--- src/rtl/c_join_pkg.sv ---
// Shared types and defaults for the four-phase join controller.
// The state encoding is fixed so external checkers can decode dbg_state.
package c_join_pkg;

  typedef enum logic [1:0] {
    IDLE = 2'd0,
    RISE = 2'd1,
    HELD = 2'd2,
    FALL = 2'd3
  } state_e;

  localparam int unsigned DEF_TO_W    = 8;
  localparam int unsigned DEF_TIMEOUT = 200;
  localparam int unsigned DEF_CNT_W   = 16;

  // RISE and FALL are the two states that wait on the downstream acknowledge.
  function automatic logic is_wait(input state_e s);
    return (s == RISE) || (s == FALL);
  endfunction

endpackage

--- src/rtl/c_join_timer.sv ---
// Saturating acknowledge-wait counter.
// hit_o pulses on the single increment that lands exactly on TIMEOUT.
module c_join_timer #(
  parameter int unsigned TO_W    = 8,
  parameter int unsigned TIMEOUT = 200
) (
  input  logic clk,
  input  logic rst,
  input  logic clr_i,
  input  logic en_i,
  output logic hit_o
);

  localparam logic [TO_W-1:0] CNT_MAX = '1;
  localparam logic [TO_W-1:0] TO_M1   = TO_W'(TIMEOUT - 1);

  logic [TO_W-1:0] cnt_q;
  logic [TO_W-1:0] cnt_d;

  always_comb begin
    cnt_d = cnt_q;
    hit_o = 1'b0;
    if (clr_i) begin
      cnt_d = '0;
    end else if (en_i && (cnt_q != CNT_MAX)) begin
      cnt_d = cnt_q + TO_W'(1);
      hit_o = (cnt_q == TO_M1);
    end
  end

  always_ff @(posedge clk or posedge rst) begin
    if (rst) begin
      cnt_q <= '0;
    end else begin
      cnt_q <= cnt_d;
    end
  end

endmodule

--- src/rtl/c_join_ctrl.sv ---
// Four-phase join: req_o rises only when both requests are high and falls only
// when both are low; the downstream ack is forked back to both requesters.
module c_join_ctrl
  import c_join_pkg::*;
#(
  parameter int unsigned TO_W    = DEF_TO_W,
  parameter int unsigned TIMEOUT = DEF_TIMEOUT,
  parameter int unsigned CNT_W   = DEF_CNT_W
) (
  input  logic             clk,
  input  logic             r,
  input  logic             req_a,
  input  logic             req_b,
  output logic             ack_a,
  output logic             ack_b,
  output logic             req_o,
  input  logic             ack_i,
  input  logic             clr_err,
  output logic             err_proto,
  output logic             err_to,
  output logic [CNT_W-1:0] count,
  output logic [1:0]       dbg_state
);

  // Handshake: every channel is return-to-zero. A req may only rise after its
  // ack is low and only fall after its ack is high; an ack follows its req.
  state_e           state_q;
  state_e           state_d;
  logic             req_o_q;
  logic             req_o_d;
  logic             ack_q;
  logic             ack_d;
  logic             err_proto_q;
  logic             err_proto_d;
  logic             err_to_q;
  logic             err_to_d;
  logic [CNT_W-1:0] count_q;
  logic [CNT_W-1:0] count_d;
  logic             proto_set;
  logic             tmr_clr;
  logic             tmr_en;
  logic             to_hit;

  always_ff @(posedge clk or posedge r) begin
    if (r) begin
      state_q     <= IDLE;
      req_o_q     <= 1'b0;
      ack_q       <= 1'b0;
      err_proto_q <= 1'b0;
      err_to_q    <= 1'b0;
      count_q     <= '0;
    end else begin
      state_q     <= state_d;
      req_o_q     <= req_o_d;
      ack_q       <= ack_d;
      err_proto_q <= err_proto_d;
      err_to_q    <= err_to_d;
      count_q     <= count_d;
    end
  end

  // Violations never redirect the FSM; they only raise the sticky flag.
  always_comb begin
    state_d = state_q;
    case (state_q)
      IDLE:    if (req_a && req_b)   state_d = RISE;
      RISE:    if (ack_i)            state_d = HELD;
      HELD:    if (!req_a && !req_b) state_d = FALL;
      FALL:    if (!ack_i)           state_d = IDLE;
      default:                       state_d = IDLE;
    endcase
  end

  // Outputs are decoded from the next state so they change on the transition edge.
  always_comb begin
    req_o_d   = (state_d == RISE) || (state_d == HELD);
    ack_d     = (state_d == HELD) || (state_d == FALL);
    proto_set = 1'b0;
    case (state_q)
      IDLE:    proto_set = ack_i;
      RISE:    proto_set = !req_a || !req_b;
      HELD:    proto_set = !ack_i;
      default: proto_set = 1'b0;
    endcase
    err_proto_d = proto_set | (err_proto_q & ~clr_err);
    err_to_d    = to_hit | (err_to_q & ~clr_err);
    count_d     = ((state_q == FALL) && !ack_i) ? count_q + CNT_W'(1) : count_q;
  end

  assign tmr_clr = (state_d != state_q) && is_wait(state_d);
  assign tmr_en  = is_wait(state_q);

  c_join_timer #(
    .TO_W    (TO_W),
    .TIMEOUT (TIMEOUT)
  ) u_timer (
    .clk   (clk),
    .rst   (r),
    .clr_i (tmr_clr),
    .en_i  (tmr_en),
    .hit_o (to_hit)
  );

  assign req_o     = req_o_q;
  assign ack_a     = ack_q;
  assign ack_b     = ack_q;
  assign err_proto = err_proto_q;
  assign err_to    = err_to_q;
  assign count     = count_q;
  assign dbg_state = state_q;

endmodule
--- config.mk ---
export PLATFORM = sky130hd
export DESIGN_NAME = c_join_ctrl
export DESIGN_NICKNAME = d
export VERILOG_FILES = /design/src/rtl/c_join_pkg.sv /design/src/rtl/c_join_timer.sv /design/src/rtl/c_join_ctrl.sv
export SDC_FILE = /design/constraint.sdc
export NUM_CORES = 1
export LEC_CHECK = 0
export ABC_CLOCK_PERIOD_IN_PS = 1900
export BUFFER_PORTS_ARGS = -buffer_cell sky130_fd_sc_hd__buf_2
export CORE_ASPECT_RATIO = 0.6
export CORE_MARGIN = 3
export CORE_UTILIZATION = 44
export CTS_CLUSTER_SIZE = 20
export DETAILED_ROUTE_END_ITERATION = 7
export GPL_TIMING_DRIVEN = 0
export HOLD_SLACK_MARGIN = 0.03
export PLACE_DENSITY = 0.68
export SLEW_MARGIN = 20
export SYNTH_ARGS = -nofsm -noshare
export SYNTH_HDL_FRONTEND = slang
export SYNTH_HIERARCHICAL = 1
export SYNTH_SLANG_ARGS = --single-unit
--- constraint.sdc ---
create_clock -name clk -period 1.9 [get_ports clk]
set_clock_uncertainty 0.2 [all_clocks]
set_input_delay 0.285 -clock clk [delete_from_list [all_inputs] [get_ports clk]]
set_output_delay 0.285 -clock clk [all_outputs]
set_load 0.03 [all_outputs]
==> results.yml, run 1 <==
placed_design:
  gp_congestion: 0.913
  numPortBuffers: 28
  place_hpwl_um: 2290
  dp_slack_ns: 0.0244
  dp_cells: 209
setup_path:
  cp.arrival_ns: 1.75
  rrSetupSlack_ns: 0.12
  required_ns: 1.86
  regToRegEndpoint: "u_timer/cnt_q[5]"
  max_stage_delay_ns: 0.41
  cp.depth: 4
  crit_buf_inv: 0
  cp_slowest_cell: "dfrtp_1"
  setup.worst_path.class: "register to register"
  crit_chain: "ha_1 > and3_4 > a211oi_2 > mux2_4"
  rr_worst_depth: 4
  reg2reg_from: "u_timer/cnt_q[0]"
  path_max_fanout: 5
  critPathLaunchType: "register"
  cp-startpoint: "u_timer/cnt_q[0]"
  critical-path-top-delay-family: "flip-flops"
  worstSetupEndpointType: "register"
clock_network:
  htree_levels: 2
  path_clk_slew_ns: 0.07
  cts_sinks: 29
  post-cts-setup-buffer-count: 0
  clk_path_buf_depth: 2
  cts_root_buf: "clkbuf_8"
  cts_buffers: 5
  clk_latency_ns: 0.28
  cts_tree: "built"
logic_synthesis:
  yosys.cell_types.count: 40
  synthCells: 139
  yosysWarnings: 6
  avgSynthCellArea_um2: 10.9
  ys_ff_latch: 29
  seq_area_frac_synth_pct: 47.9
  yosysMostFrequentCell: "dfrtp_1"
  synth-edff-count: 0
  ys_top_cells_by_count: "dfrtp_1, nand2_1, nor2_1, xnor2_1, inv_1"
  ys.flop_type: "dfrtp_1"
  synth_top_area_share_pct: 47.9
  synth.cell_area_um2: 1520
  synthesis.nets: 147
  post-synth-top-area-cell: "dfrtp_1"
  synthArstFlopShare_pct: 100
  yosys-top-cells-area: "dfrtp_1, xnor2_1, nand2_1"
grt:
  antenna_found_initial: 0
  grt_max_degree: 22
  grt_pass1_wl_um: 5380
  grt_use_total_pct: 17.3
  grt-ovfl-total: 0
  grt_pass1_vias: 1115
power:
  p_comb_share_pct: 39.1
  cellPowerDensity_nw_per_um2: 1300
  p_int_w: 0.00144
  switching_share_pct: 39.6
  ir_worst_vdd_v: 0.000973
  pwr-share-seq_pct: 37.6
  p_clk_share_pct: 23.3
  leakagePower_nw: 0.922
  p_sw_w: 0.000943
timing:
  relSlewSlack_pct: 45.9
  setup_tns_ns: 0
  hold_slack_ns: 0.128
  finalCritPeriodShare_pct: 93.8
  maxSlewViolCount: 0
  fmax_ghz: 0.561
  finalSetupViolations: 0
  rsz0062_at_grt: "no"
  tightest_slew_ns: 0.811
  fin_ws_ns: 0.117
  finalHoldViolations: 0
  fin_crit_ns: 1.78
final_layout:
  nNetsFinal: 183
  multi_input_area_um2: 728
  layout-drive-gt1-share_pct: 33.0
  nFillCells: 273
  area_growth_pct: 20.2
  instances_no_fill: 218
  antennaDiodeCount: 0
  register_area_um2: 726
  final_util_pct: 59.2
die:
  core-area_um2: 3080
  ios: 29
  die_h_um: 51.5
  die_x_um: 81.8
  die-area_um2: 4210
  initial_core_util_pct: 49.3
  rows: 15
drt:
  vias_per_cell: 5.18
  totalWireLength_um: 3090
  ant_nets: 0
  first_iter_violations: 73
  drtPass1Iterations: 4
  wl_per_cell_um: 14.2
  routed-via-count: 1130
  drc: 0
flow_run:
  maxCapViolCount: 0
min_path:
  min_from: "clr_err"
  hold_path.class: "input port to register"
  hold_depth: 3
  min_to: "err_to"
status:
  status: "finished clean"
[metal layers]
layer | part of all wire, % | vias up | global-route usage, %
li1 | - | 554 | -
met1 | 50 | 532 | 24.8
met2 | 41 | 40 | 22.7
met3 | 8.2 | 4 | 7.57
met4 | 1.1 | 0 | 6.35
met5 | 0 | - | 0
[worst max path at each step]
stage | end | slack (ns)
floorplan | u_timer/cnt_q[5] | 0.07
global placement | u_timer/cnt_q[3] | 0.06
detailed placement | u_timer/cnt_q[1] | 0.02
CTS | u_timer/cnt_q[1] | 0.01
global route | u_timer/cnt_q[1] | 0.05
finish | u_timer/cnt_q[5] | 0.12
[cells by family (layout without fill, tap and decap cells)]
logic type                 after synthesis  in the layout  share of synthesized area, %
buffers and inverters                   12             49                          4.29
and+or+nand+nor                         57             57                          23.6
DFF                                     29             29                          47.9
adders and majority gates                2              2                          1.65
xor gates and xnor gates                16             16                          9.24
AOI/OAI and AO/OA                       18             18                          9.32
muxes                                    5              5                          4.04
[layout by cell type, fill, tap and decap left out, types with 2 or more instances in the layout]
cell / netlist / final
a21oi_1: 5 / 5
and2_1: 2 / 2
buf_2: 1 / 29
buf_4: 3 / 3
clkbuf_8: 0 / 7
dfrtp_1: 29 / 29
ha_1: 2 / 2
inv_1: 7 / 7
mux2_4: 2 / 2
mux2i_1: 2 / 2
nand2_1: 16 / 16
nand3_1: 6 / 6
nand4_1: 4 / 4
nor2_1: 11 / 10
nor2b_1: 3 / 3
nor3_1: 3 / 3
nor3_4: 2 / 2
o21bai_1: 3 / 3
o311a_1: 2 / 2
xnor2_1: 11 / 11
xor2_1: 5 / 5
[metrics by stage]
| stage | instance area, um2 | power [W] |
|---|---|---|
| final | 1820 | 0.00238 |
| after global routing | 1820 | 0.00253 |
| after CTS | 1820 | 0.00240 |
| after floorplan | 1520 | 0.00159 |
| after global placement | 1710 | 0.00179 |
| after detailed placement | 1710 | 0.00183 |
[power groups by stage]
stage	combinational [W]	sequential, W	clock, W
6_report	0.000929	0.000896	0.000554
5_1_grt	0.00101	0.000916	0.000607
4_1_cts	0.000934	0.000894	0.000573
3_5_place_dp	0.000925	0.000903	0
3_3_place_gp	0.000900	0.000895	0
2_1_floorplan	0.000540	0.00105	0
[cell type report]
type	count	area share, %
Buffer	5	2.13
Clock buffer	7	5.28
Clock inverter	1	0.275
Inverter	7	1.44
Multi-Input combinational cell	98	39.9
Sequential cell	29	39.8
Tap cell	42	2.88
Timing Repair Buffer	29	8.24
[worst min-delay path, cell delays in order]
cell,delay (ns)
buf_2,0.08
inv_1,0.06
a21o_1,0.15
[sequential cells by signal (all words and copies together) (netlist names)]
register and flops:
err_to 1, u_timer/cnt_q 8, req_o 1, dbg_state 1, ack_a 1, err_proto 1, count 16
[timing repair]
action / in CTS / in global routing
setup endpoints to repair: 0 / 8
gates resized for setup: 0 / 1
hold endpoints to repair: 29 / 0
hold buffers: 1 / 0
Note: power is estimated with default switching activity, not from simulation.
==> inputs of run 2 (changes only) <==
--- a/config.mk
+++ b/config.mk
@@ -9,12 +9,12 @@
 export BUFFER_PORTS_ARGS = -buffer_cell sky130_fd_sc_hd__buf_2
 export CORE_ASPECT_RATIO = 0.6
 export CORE_MARGIN = 3
-export CORE_UTILIZATION = 44
+export CORE_UTILIZATION = 45
 export CTS_CLUSTER_SIZE = 20
 export DETAILED_ROUTE_END_ITERATION = 7
 export GPL_TIMING_DRIVEN = 0
 export HOLD_SLACK_MARGIN = 0.03
-export PLACE_DENSITY = 0.68
+export PLACE_DENSITY = 0.69
 export SLEW_MARGIN = 20
 export SYNTH_ARGS = -nofsm -noshare
 export SYNTH_HDL_FRONTEND = slang
==> run 2 against run 1 <==
Cell area down 1.0%. Sequential cell count unchanged. Hold slack better by 0.0083 ns. Sequential power about the same. Combinational power down 2%. Fmax up 1.4%. Via count down 3.3%. Cell count unchanged. Critical path type unchanged. Critical endpoint unchanged.
==> results.yml, run 2 (synthesis gave the netlist of run 1 again) <==
clock_network:
  cts_root_buf: "clkbuf_8"
  path_clk_slew_ns: 0.06
  cts_sinks: 29
  cts_buffers: 5
  cts_tree: "built"
  clk_path_buf_depth: 2
  htree_levels: 2
  clk_latency_ns: 0.28
setup_path:
  required_ns: 1.87
  worstSetupEndpointType: "register"
  rr_worst_depth: 4
  setup.worst_path.class: "register to register"
  rrSetupSlack_ns: 0.14
  regToRegEndpoint: "u_timer/cnt_q[5]"
  reg2reg_from: "u_timer/cnt_q[0]"
  path_max_fanout: 5
  cp.arrival_ns: 1.73
  critPathLaunchType: "register"
final_layout:
  largest_reg_flops: 16
  register_area_um2: 726
  instances_no_fill: 218
  layout_common_cells: "buf_2, dfrtp_1, nand2_1"
  nNetsFinal: 183
  area_growth_pct: 19.0
  layout-drive-gt1-share_pct: 32.4
  final_util_pct: 59.3
  final_cell_area_um2: 1800
  nFillCells: 270
  multi_input_area_um2: 728
  antennaDiodeCount: 0
placed_design:
  place_hpwl_um: 2230
  dp_slack_ns: -0.0116
  post_dp_cell_area_um2: 1710
  gp_congestion: 0.846
  numPortBuffers: 28
  dp_cells: 209
drt:
  wl_per_cell_um: 13.8
  drtPass1Iterations: 4
  first_iter_violations: 65
  drc: 0
  vias_per_cell: 5.01
  totalWireLength_um: 3010
  ant_nets: 0
  routed-via-count: 1093
die:
  die_h_um: 51.0
  die_x_um: 80.9
  rows: 15
  core-area_um2: 3040
  initial_core_util_pct: 49.9
  die-area_um2: 4130
  ios: 29
grt:
  antenna_found_initial: 0
  grt-ovfl-total: 0
  grt_max_degree: 22
  grt_use_total_pct: 17.7
  grt_pass1_vias: 1115
  grt_pass1_wl_um: 5310
timing:
  finalSetupViolations: 0
  finalCritPeriodShare_pct: 92.6
  fmax_ghz: 0.569
  fin_crit_ns: 1.76
  maxSlewViolCount: 0
  tightest_slew_ns: 0.785
  rsz0062_at_grt: "no"
  hold_slack_ns: 0.136
  finalHoldViolations: 0
  fin_ws_ns: 0.141
  relSlewSlack_pct: 47.6
min_path:
  min_to: "err_to"
  min_from: "clr_err"
  hold_path.class: "input port to register"
  hold_depth: 3
power:
  cellPowerDensity_nw_per_um2: 1270
  leakagePower_nw: 0.913
  ir_worst_vdd_v: 0.000944
flow_run:
  maxCapViolCount: 0
status:
  status: "finished clean"
==> run 2: cell types whose count changed in the layout (fill, tap and decap cells not counted), sizes merged <==
cell	change
clkbuf	-1
clkinv	+1
==> run 2: final cells by class <==
cell class                 count  area share (%)
buffer                         5            2.15
sequential                    29            40.2
timing repair buffer          29            8.32
inverter                       7            1.46
clock buffer                   6            4.02
tap                           42            2.91
multi-input combinational     98            40.4
clock inverter                 2           0.555
==> run 2: through the flow <==
step                TNS, ns  power (W)
global placement          0    0.00179
detailed placement  -0.0116    0.00182
global route              0    0.00245
floorplan                 0    0.00159
CTS                       0    0.00232
finish                    0    0.00229
==> run 2: what timing repair did <==
action                                  CTS  global route
endpoints found under the hold margin    29             0
buffers inserted                          0             0
hold buffers                              1             0
resized for setup                         1             0
endpoints found under the setup margin    3             0
==> run 2: worst max-delay path: stages, from the launching register on <==
cell and delay (ns):
dfrtp_1 0.41, ha_1 0.26, and3_4 0.22, a211oi_2 0.24
mux2_4 0.32
==> run 2: per-layer routing <==
layer	GRT usage (%)	share of wire, %	wire length (um)
met1	24.3	51	1540
met2	24.8	42	1270
met3	6.34	6.2	186
met4	8.43	0.76	23
met5	0	0	0
==> run 2: report_power, final <==
part | leakage, nW | internal, W | switching, W
Combinational | 0.488 | 0.000356 | 0.000558
Clock | 0.0450 | 0.000253 | 0.000226
Sequential | 0.380 | 0.000752 | 0.000142
Total | 0.913 | 0.00136 | 0.000927
==> run 2: worst max path at each step <==
stage / endpoint / start / depth (start not counted) / slack, ns
after global routing: u_timer/cnt_q[1] / ack_a / 7 / 0.01
final: u_timer/cnt_q[5] / u_timer/cnt_q[0] / 4 / 0.14
after detailed placement: u_timer/cnt_q[4] / ack_a / 7 / -0.01
after global placement: u_timer/cnt_q[3] / ack_a / 7 / 0.07
after CTS: u_timer/cnt_q[5] / u_timer/cnt_q[0] / 4 / 0.14
after floorplan: u_timer/cnt_q[5] / dbg_state[0] / 5 / 0.07
